File: config.mk
export PLATFORM = sky130hd
export DESIGN_NAME = fft_sample_loader
export DESIGN_NICKNAME = d
export VERILOG_FILES = /design/src/rtl/fft_pkg.sv /design/src/rtl/fft_sample_loader.sv
export SDC_FILE = /design/constraint.sdc
export NUM_CORES = 1
export LEC_CHECK = 0
export CAP_MARGIN = 20
export CORE_MARGIN = 1
export CORE_UTILIZATION = 30
export CTS_CLUSTER_SIZE = 8
export DETAILED_ROUTE_END_ITERATION = 7
export MAX_ROUTING_LAYER = met4
export PLACE_DENSITY = 0.55
export SLEW_MARGIN = 20
export SYNTH_ARGS = -nofsm -noshare
export SYNTH_HDL_FRONTEND = slang
export SYNTH_SLANG_ARGS = --single-unit
File: constraint.sdc
create_clock -name clk -period 2.1 [get_ports clk]
set_input_delay 0.21 -clock clk [delete_from_list [all_inputs] [get_ports clk]]
set_output_delay 0.21 -clock clk [all_outputs]
set_load 0.02 [all_outputs]
File: src/rtl/fft_pkg.sv
// Shared definitions for the FFT/DFT sample path: loader state encoding
// and the addressing constants the compute controller also relies on.
package fft_pkg;

  localparam int FFT_ADDR_W    = 12;
  localparam int FFT_DATA_W    = 16;

  // Frames always start at sample RAM address 0 and may use every address
  // except the one that would require the counter to wrap.
  localparam int FFT_FIRST_ADR = 0;
  localparam int FFT_MAX_LEN   = (1 << FFT_ADDR_W) - 1;

  typedef enum logic [1:0] {
    IDLE     = 2'd0,
    FILL     = 2'd1,
    DONE     = 2'd2,
    WAIT_CMP = 2'd3
  } state_t;

endpackage

File: src/rtl/fft_sample_loader.sv
// Writer side of the sample-memory handshake: fills sample RAM with one
// frame from a valid/ready stream, then hands the buffer to the controller
// and locks out new samples until its compute phase has finished.
module fft_sample_loader
  import fft_pkg::*;
#(
  parameter int ADDR_W = FFT_ADDR_W,
  parameter int DATA_W = FFT_DATA_W
) (
  input  logic              clk,
  input  logic              nrst,
  input  logic              ce,
  input  logic              start,
  input  logic [ADDR_W-1:0] sample_num,
  input  logic              s_valid,
  input  logic [DATA_W-1:0] s_data,
  output logic              s_ready,
  input  logic              load_nCompute,
  output logic              wr_en,
  output logic [ADDR_W-1:0] wr_adr,
  output logic [DATA_W-1:0] wr_data,
  output logic              data_loaded,
  output logic              busy,
  output logic              cfg_err
);

  localparam logic [ADDR_W-1:0] ONE       = ADDR_W'(1);
  localparam logic [ADDR_W-1:0] FIRST_ADR = ADDR_W'(FFT_FIRST_ADR);

  state_t            state;
  state_t            next_state;
  logic [ADDR_W-1:0] count;
  logic [ADDR_W-1:0] len;
  logic              beat;
  logic              start_ok;
  logic              start_bad;
  logic              last_beat;

  assign s_ready   = ce & (state == FILL);
  assign beat      = s_valid & s_ready;
  assign busy      = (state != IDLE);
  assign start_ok  = (state == IDLE) & start & (sample_num != '0);
  assign start_bad = (state == IDLE) & start & (sample_num == '0);
  assign last_beat = beat & (count == (len - ONE));

  // State register; ce low freezes the FSM in place.
  always_ff @(posedge clk) begin
    if (!nrst) begin
      state <= IDLE;
    end else if (ce) begin
      state <= next_state;
    end
  end

  // Next-state logic: fill one frame, hold it for the controller, then wait
  // for compute to finish before the buffer may be refilled.
  always_comb begin
    next_state = state;
    case (state)
      IDLE:     if (start_ok)       next_state = FILL;
      FILL:     if (last_beat)      next_state = DONE;
      DONE:     if (!load_nCompute) next_state = WAIT_CMP;
      WAIT_CMP: if (load_nCompute)  next_state = IDLE;
      default:                      next_state = IDLE;
    endcase
  end

  // Frame length capture and sample counter; the length is only sampled on
  // an accepted start so later sample_num changes cannot shorten a frame.
  always_ff @(posedge clk) begin
    if (!nrst) begin
      len   <= '0;
      count <= '0;
    end else if (ce) begin
      if (start_ok) begin
        len   <= sample_num;
        count <= FIRST_ADR;
      end else if (beat) begin
        count <= count + ONE;
      end
    end
  end

  // Registered RAM write port: each accepted beat becomes a write one cycle
  // later, and a pending write simply holds while ce is low.
  always_ff @(posedge clk) begin
    if (!nrst) begin
      wr_en   <= 1'b0;
      wr_adr  <= '0;
      wr_data <= '0;
    end else if (ce) begin
      wr_en <= beat;
      if (beat) begin
        wr_adr  <= count;
        wr_data <= s_data;
      end
    end
  end

  // Status flags: data_loaded trails the final write by a cycle so the
  // controller never sees it before the last sample is in RAM.
  always_ff @(posedge clk) begin
    if (!nrst) begin
      data_loaded <= 1'b0;
      cfg_err     <= 1'b0;
    end else if (ce) begin
      data_loaded <= (state == DONE) & load_nCompute;
      cfg_err     <= start_bad;
    end
  end

endmodule

Word level (Yosys, flattened, before mapping)
Index checks and enable logic that the tools add are counted.
- output and inout bits: 33
- bits of input ports: 34
- word-level logic and storage cells: 41
- flip-flop bits (word level): 57
- bitwise operators: 7
- multiplexer cells: 7
- add/subtract/negate cells: 2
- reductions and logical operators: 9
- eq/ne operators: 8
- operator list (cell ; count):
    $mux 12 ; 2
    $add 12x1->12 const B ; 1
    $eq 12x12->1 ; 1
    $logic_not 12->1 ; 1
    $reduce_bool 12->1 ; 1
    $sub 12x1->12 const B ; 1
    $mux 2 ; 4
    $ne 2x2->1 const B ; 4
    $pmux 2 s4 ; 1
    $and 1x1->1 ; 7
    $reduce_and 2->1 ; 3
    $reduce_and 5->1 ; 1
    $eq 2x2->1 const B ; 2
    $reduce_bool 2->1 ; 2
    $eq 2x1->1 const B ; 1
    $logic_not 2->1 ; 1

Longest topological paths before layout
Gate-level depths: netlist of run 1.
- depth in word-level cells: 6
- mapped depth: 10
- mapped depth without buffers: 9

Least setup slack after synthesis of run 1
No wires, ideal clock.
- kind: flip-flop to flip-flop
- start point: register state[0]
- end point: register count[5]
- clock period less this slack: 2.067 ns
- required time: 2.030 ns
- stages on the path, launching flop included: 10
- slack: 0.033 ns
- arrival time: 1.997 ns
- path buffers: 1
- path through: dfxtp_1 inv_1 ha_1 and2_1 buf_2 o311ai_4 a21boi_1 nand3_2 or3_1 a21oi_1
- word-level cells in the longest chain between the ends: 5
- elaborated cells between the ends (all ways): 9
- those cells by class: eq/ne (1); mux (1); bitwise (4); reduce/logical (3)
- RTL lines (element ; RTL line ; RTL):
    from (decl) ; fft_sample_loader.sv:30 ; state_t state;
    from (signal assigned) ; fft_sample_loader.sv:51 ; state <= next_state;
    $eq 2x1->1 or $logic_not 2->1 (tied branches) ; fft_sample_loader.sv:39, fft_sample_loader.sv:42 ;
    $and 1x1->1 (on tied branches) ; fft_sample_loader.sv:39, fft_sample_loader.sv:42 ;
    $and 1x1->1 (on tied branches) ; fft_sample_loader.sv:40, fft_sample_loader.sv:42 ;
    $reduce_bool 2->1 (no source line) ; n/a ;
    $reduce_and 2->1 (no source line) ; n/a ;
    to (signal assigned) ; fft_sample_loader.sv:79 ; count <= count + ONE;
    to (decl) ; fft_sample_loader.sv:32 ; logic [ADDR_W-1:0] count;
Several ways; a longest one is shown, not always the timed one.
A chain may end at the register's enable or synchronous reset.

Worst setup path after layout of run 1
- start point: input sample_num[6]
- end point: register count[10]
- word-level cells in the longest chain between the ends: 4
- elaborated cells between the ends (all ways): 5
- those cells by class: mux (1); bitwise (1); reduce/logical (3)
- RTL lines (element ; RTL line ; RTL):
    from (decl) ; fft_sample_loader.sv:14 ; input logic [ADDR_W-1:0] sample_num,
    $reduce_bool 12->1 (*) ; fft_sample_loader.sv:42 ; assign start_ok = (state == IDLE) & start & (sample_num != '0);
    $and 1x1->1 (*) ; fft_sample_loader.sv:42 ;
    $reduce_bool 2->1 (no source line) ; n/a ;
    $reduce_and 2->1 (no source line) ; n/a ;
Mark *: on every way between the ends. The rest lies on a longest branch, timed or not.

==> results.yml, run 1 <==
clock_network:
  cts_sinks: 57
  post_cts_buffers: 0
  clkTransAtPathRegs_ns: 0.06
  h-tree-depth: 3
  cts_tree: "built"
  clockBufferDepth: 2
  cts_buffers: 9
  insertion_delay_ns: 0.33
  cts-root-buf: "clkbuf_8"
synth:
  ys_seq_area_share_pct: 41.27
  syn_avg_cell_area_sq_um: 8.430
  syn_inst: 328
  ys_warn_count: 0
  yosysTopAreaCell: "dfxtp_1"
  ys_seq_elements: 57
  ys_top_cells_by_area: "dfxtp_1 41%, nand2_1 10%, a21boi_1 10%"
  yosys.area.top_type_share_pct: 41.27
  synth_cell_types: 44
  ys.flop_type: "dfxtp_1"
  synth.net_count: 369
  async_flop_share_pct: 0
  syn_area_sq_mm: 0.002765
  synth_enable_flop_cells: 0
  synth_common_cells: "76 x nand2_1, 57 x dfxtp_1, 37 x a21boi_1"
  synth_most_common_cell: "nand2_1"
layout:
  finish.instance_area_sq_mm: 0.003964
  final_core_util_pct: 45.01
  num-fill-cells: 891
  nets: 464
  diodes: 0
  area_growth_pct: 43.35
  fin_cells: 535
  drive_above_1_share_pct: 15.22
timing:
  fin_crit_ns: 1.992
  slew_viol_final: 0
  relSlewSlack_pct: 76.78
  setup_tns_ns: 0
  worstMarginPinSlew_ns: 0.3483
  timing.final.crit_share_pct: 94.85
  setup_violations: 0
  timing.fmax_mhz: 502.0
  fin_worst_skew_ns: 0.003914
  hold_viol: 0
  holdWs_ns: 0.4232
place:
  port_buffers: 66
  dpl.cell_count: 520
  place_area_sq_mm: 0.003760
  gp_congestion: 0.7677
  post-dp-hpwl_mm: 5.100
global_route:
  grt_start_max_net_pins: 33
  grt_use_total_pct: 16.01
  grt_pass1_wl_mm: 11.90
  grt_pass1_vias: 2612
  overflow: 0
  antenna_found_initial: 0
detailed_routing:
  routedWlPerCell_microns: 12.98
  viasPerCell: 4.753
  ant_nets: 0
  wl_mm: 6.945
  drc_errors: 3
  wl_met1_mm: 3.384
  drt_first_pass_iters: 6
  dr_wl_met2_mm: 3.024
  top_layer: "met4"
  vias: 2543
  wl_met3_microns: 404
  drt_iter0_drc: 109
worst_setup_path:
  crit_path_top_delay_cell: "or4_1"
  path_cells: "clkdlybuf4s50_1 > or4_1 > o311ai_4 > buf_4 > nand2_1 > buf_4 > a21oi_1"
  cp-start-kind: "primary input"
  critical_path_class: "primary input to flop"
  worstReg2RegEnd: "state[1]$_SDFFE_PN0P_"
  crit_family: "buffers and inverters"
  reg2reg_from: "len[5]$_SDFFE_PN0P_"
  critPathLaunch: "sample_num[6]"
  cp.depth: 7
  r2r_slack_ns: 0.14
  rr_worst_depth: 7
  crit_buf_inv: 3
  worst-path-max-fanout: 14
  cpMostUsedCell: "buf_4"
  critical_path_arrival_ns: 2.25
  crit_path_max_incr_delay_ns: 0.60
  cp.required_ns: 2.36
  crit_end: "count[10]$_SDFFE_PN0P_"
  worstSetupEndpointType: "flop"
run_status:
  violations: "DRC"
  status: "finished with violations"
floorplanning:
  core_sq_mm: 0.008806
  rows: 34
  fp.dieH_microns: 98.01
  dieArea_sq_mm: 0.009605
  fp.dieW_microns: 98.01
  start_util_pct: 31.40
  io_pins: 67
power_and_ir_drop:
  powerDensity_mw_per_mm2: 638.9
  p_leak_nw: 1.488
  ir_drop_uv: 333.7
flow_run:
  drv_cap: 0
min_path:
  hold_class: "primary input to flop"
[power by group]
group,internal [mW],switching (mW)
clock,0.445,0.419
sequential,1.12,0.0309
combinational,0.275,0.248
[cell type report]
| type | instances | area, sq um | share of cell area (%) |
|---|---|---|---|
| inverter | 7 | 26.28 | 0.6629 |
| clock buffer | 11 | 141.4 | 3.567 |
| multi-input combinational | 246 | 1560 | 39.36 |
| timing repair buffer | 102 | 937.1 | 23.64 |
| sequential | 57 | 1144 | 28.85 |
| clock inverter | 4 | 20.02 | 0.5051 |
| tap | 108 | 135.1 | 3.409 |
[sequential cells by signal, summed over array words and instances, names as in the netlist]
name         count
wr_data         16
count           12
len             12
wr_adr          12
state            2
cfg_err          1
data_loaded      1
wr_en            1
[metrics by stage]
stage               total power [mW]  setup WS [ns]
finish                         2.532         0.1082
global route                   2.682       -0.01414
CTS                            2.565        0.03332
detailed placement             1.681        -0.2409
global placement               1.674        -0.2389
floorplan                      1.450        0.03347
[worst min-delay path by stage]
| stage | start | endpoint | slack, ns | depth (start not counted) |
|---|---|---|---|---|
| finish | s_data[5] | wr_data[5]$_SDFFE_PN0P_ | 0.42 | 3 |
| detailed placement | wr_data[0]$_SDFFE_PN0P_ | wr_data[0]$_SDFFE_PN0P_ | 0.45 | 2 |
| global route | s_data[0] | wr_data[0]$_SDFFE_PN0P_ | 0.41 | 3 |
| CTS | s_data[5] | wr_data[5]$_SDFFE_PN0P_ | 0.41 | 3 |
| global placement | wr_data[3]$_SDFFE_PN0P_ | wr_data[3]$_SDFFE_PN0P_ | 0.44 | 2 |
| floorplan | s_data[0] | wr_data[0]$_SDFFE_PN0P_ | 0.34 | 2 |
[layout by cell type (no fill, tap or decap), types with 5 or more instances in the layout]
cell type        synthesis  routed
nand2_1                 76      76
clkdlybuf4s50_1          0      65
dfxtp_1                 57      55
a21boi_1                37      36
buf_4                    0      35
nand3_1                 18      17
nor2_1                  12      11
xnor2_1                 10      10
clkbuf_8                 0      10
xor2_1                   9       9
nor2b_1                  9       9
mux2i_1                  9       9
inv_1                    7       7
ha_1                     7       6
nor3_1                   5       5
a21oi_1                  6       5
[metal layers]
layer | GRT usage [%] | vias to the layer above
li1 | - | 1299
met3 | 5.941 | 8
met5 | - | -
met2 | 23.73 | 53
met4 | 5.711 | 0
met1 | 19.82 | 1183
[what timing repair did]
action,CTS,global route
resized for setup,1,11
setup endpoints to repair,2,8
hold buffers,0,0
pin swaps,0,1
[worst min-delay path: cells and delay by family]
| kind | cells | cell delay [ns] |
|---|---|---|
| AOI/OAI and AO/OA | 1 | 0.05 |
| buffers and inverters | 1 | 0.40 |
| and+or+nand+nor | 1 | 0.05 |
[cells by family after synthesis]
family                     after synthesis  share of synthesized area (%)
adders and majority gates                7                          3.167
xor gates and xnor gates                19                          6.018
and+or+nand+nor                        149                          26.24
AOI/OAI and AO/OA                       62                          16.52
DFF                                     57                          41.27
buffers and inverters                   25                          3.529
muxes                                    9                          3.258
Power figures use the tool's default switching activity.
==> run 2, diff against run 1 <==
--- a/config.mk
+++ b/config.mk
@@ -11,8 +11,7 @@
 export CTS_CLUSTER_SIZE = 8
 export DETAILED_ROUTE_END_ITERATION = 7
 export MAX_ROUTING_LAYER = met4
-export PLACE_DENSITY = 0.55
-export SLEW_MARGIN = 20
+export PLACE_DENSITY = 0.52
 export SYNTH_ARGS = -nofsm -noshare
 export SYNTH_HDL_FRONTEND = slang
 export SYNTH_SLANG_ARGS = --single-unit
==> constraint.sdc (replaced) <==
create_clock -name clk -period 2.5 [get_ports clk]
set_input_delay 0.25 -clock clk [delete_from_list [all_inputs] [get_ports clk]]
set_output_delay 0.25 -clock clk [all_outputs]
set_load 0.02 [all_outputs]
==> results.yml, run 2 (same netlist as run 1, synthesis figures left out) <==
worst_setup_path:
  critical_path_class: "flop to flop"
  cp.required_ns: 2.72
  critical_path_arrival_ns: 2.41
  worstSetupEndpointType: "flop"
  cp-start-kind: "flop"
  worst-path-max-fanout: 6
floorplanning:
  rows: 34
  core_sq_mm: 0.008806
  fp.dieH_microns: 98.01
  start_util_pct: 31.40
  dieArea_sq_mm: 0.009605
  fp.dieW_microns: 98.01
  io_pins: 67
run_status:
  violations: "DRC"
  status: "finished with violations"
global_route:
  grt_start_max_net_pins: 33
  antenna_found_initial: 0
  grt_pass1_wl_mm: 11.96
  overflow: 0
  grt_pass1_vias: 2551
  grt_use_total_pct: 16.05
power_and_ir_drop:
  powerDensity_mw_per_mm2: 558.9
  p_leak_nw: 1.327
  ir_drop_uv: 228.8
  finalPower_mw: 2.083
detailed_routing:
  wl_met3_microns: 373
  dr_wl_met2_mm: 3.258
  wl_met1_mm: 3.206
  drt_iter0_drc: 104
  drc_errors: 1
  viasPerCell: 4.871
  routedWlPerCell_microns: 13.53
  ant_nets: 0
  top_layer: "met4"
  vias: 2484
  drt_first_pass_iters: 6
  wl_mm: 6.902
layout:
  drive_above_1_share_pct: 7.711
  diodes: 0
  fin_cells: 510
  largest_reg_flops: 16
  layout_common_cells: "76 x nand2_1, 66 x clkdlybuf4s50_1, 57 x dfxtp_1"
  final_core_util_pct: 42.33
  top_register: "wr_data"
  nets: 438
  area_growth_pct: 34.80
  final_common_cell: "nand2_1"
place:
  port_buffers: 66
  gp_congestion: 0.8072
  post-dp-hpwl_mm: 4.954
  dpl.cell_count: 494
clock_network:
  cts.repair.resized: 0
  cts-root-buf: "clkbuf_8"
  cts_tree: "built"
  insertion_delay_ns: 0.34
  cts_buffers: 9
  clkTransAtPathRegs_ns: 0.07
  post_cts_buffers: 0
  ctsHoldBuffers: 0
  cts_sinks: 57
  h-tree-depth: 3
  clockBufferDepth: 2
timing:
  worstMarginPinSlew_ns: 0.3795
  rsz0062_at_grt: "false"
  fin_crit_ns: 2.198
  timing.final.crit_share_pct: 87.91
  setup_violations: 0
  fin_worst_skew_ns: 0.01133
  setup_tns_ns: 0
  relSlewSlack_pct: 74.64
  slew_viol_final: 0
  hold_viol: 0
  timing.fmax_mhz: 455.0
flow_run:
  drv_cap: 0
min_path:
  hold_class: "primary input to flop"
## run 2: cell types whose count changed in the layout (fill, tap and decap cells not counted), sizes merged
cell,delta
buf,-26
clkbuf,-1
clkdlybuf4s50,+1
clkinvlp,+2
dlymetal6s2s,-1
## run 2: through the flow
stage	hold WS [ns]	instance area, sq um	setup slack (ns)
floorplan	0.3849	2765	0.4335
global placement	0.4397	3565	0.1245
finish	0.4468	3727	0.3023
detailed placement	0.4470	3565	0.05022
global route	0.4404	3727	0.1628
CTS	0.4291	3727	0.3117
## run 2: report_power, final
group	internal, mW	switching, mW	total [mW]
logic	0.190	0.190	0.380
registers	0.936	0.0316	0.968
clock network	0.352	0.384	0.736
total	1.48	0.605	2.08
## run 2: final cells by class
type,count,area (sq um)
multi-input cells,246,1526
inverters,7,26.28
fillers,904,5079
well taps,108,135.1
flip-flops and latches,57,1141
repair buffers,76,735.7
clock buffers,10,127.6
clock inverters,6,35.03
## run 2: final timing paths
kind                           startpoint                      end  slack, ns  cells past startpoint
hold / removal                  s_data[3]  wr_data[3]$_SDFFE_PN0P_       0.45                      3
hold reg to reg   wr_data[8]$_SDFFE_PN0P_  wr_data[8]$_SDFFE_PN0P_       0.45                      2
setup reg to reg      len[2]$_SDFFE_PN0P_    state[1]$_SDFFE_PN0P_       0.30                      7
setup / recovery      len[2]$_SDFFE_PN0P_    state[1]$_SDFFE_PN0P_       0.30                      7
## run 2: critical path: stages, from the launching register on
cell	delay, ns
dfxtp_1	0.38
nor3_4	0.30
nand4b_2	0.19
or4b_1	0.49
o2111ai_1	0.10
o21ai_1	0.12
o31a_1	0.36
mux2i_1	0.14
## run 2: routing by layer
metal | up-vias | GRT usage [%]
met1 | 1181 | 18.52
met4 | 0 | 3.846
met2 | 45 | 26.06
met3 | 7 | 6.299
li1 | 1251 | -
met5 | - | -
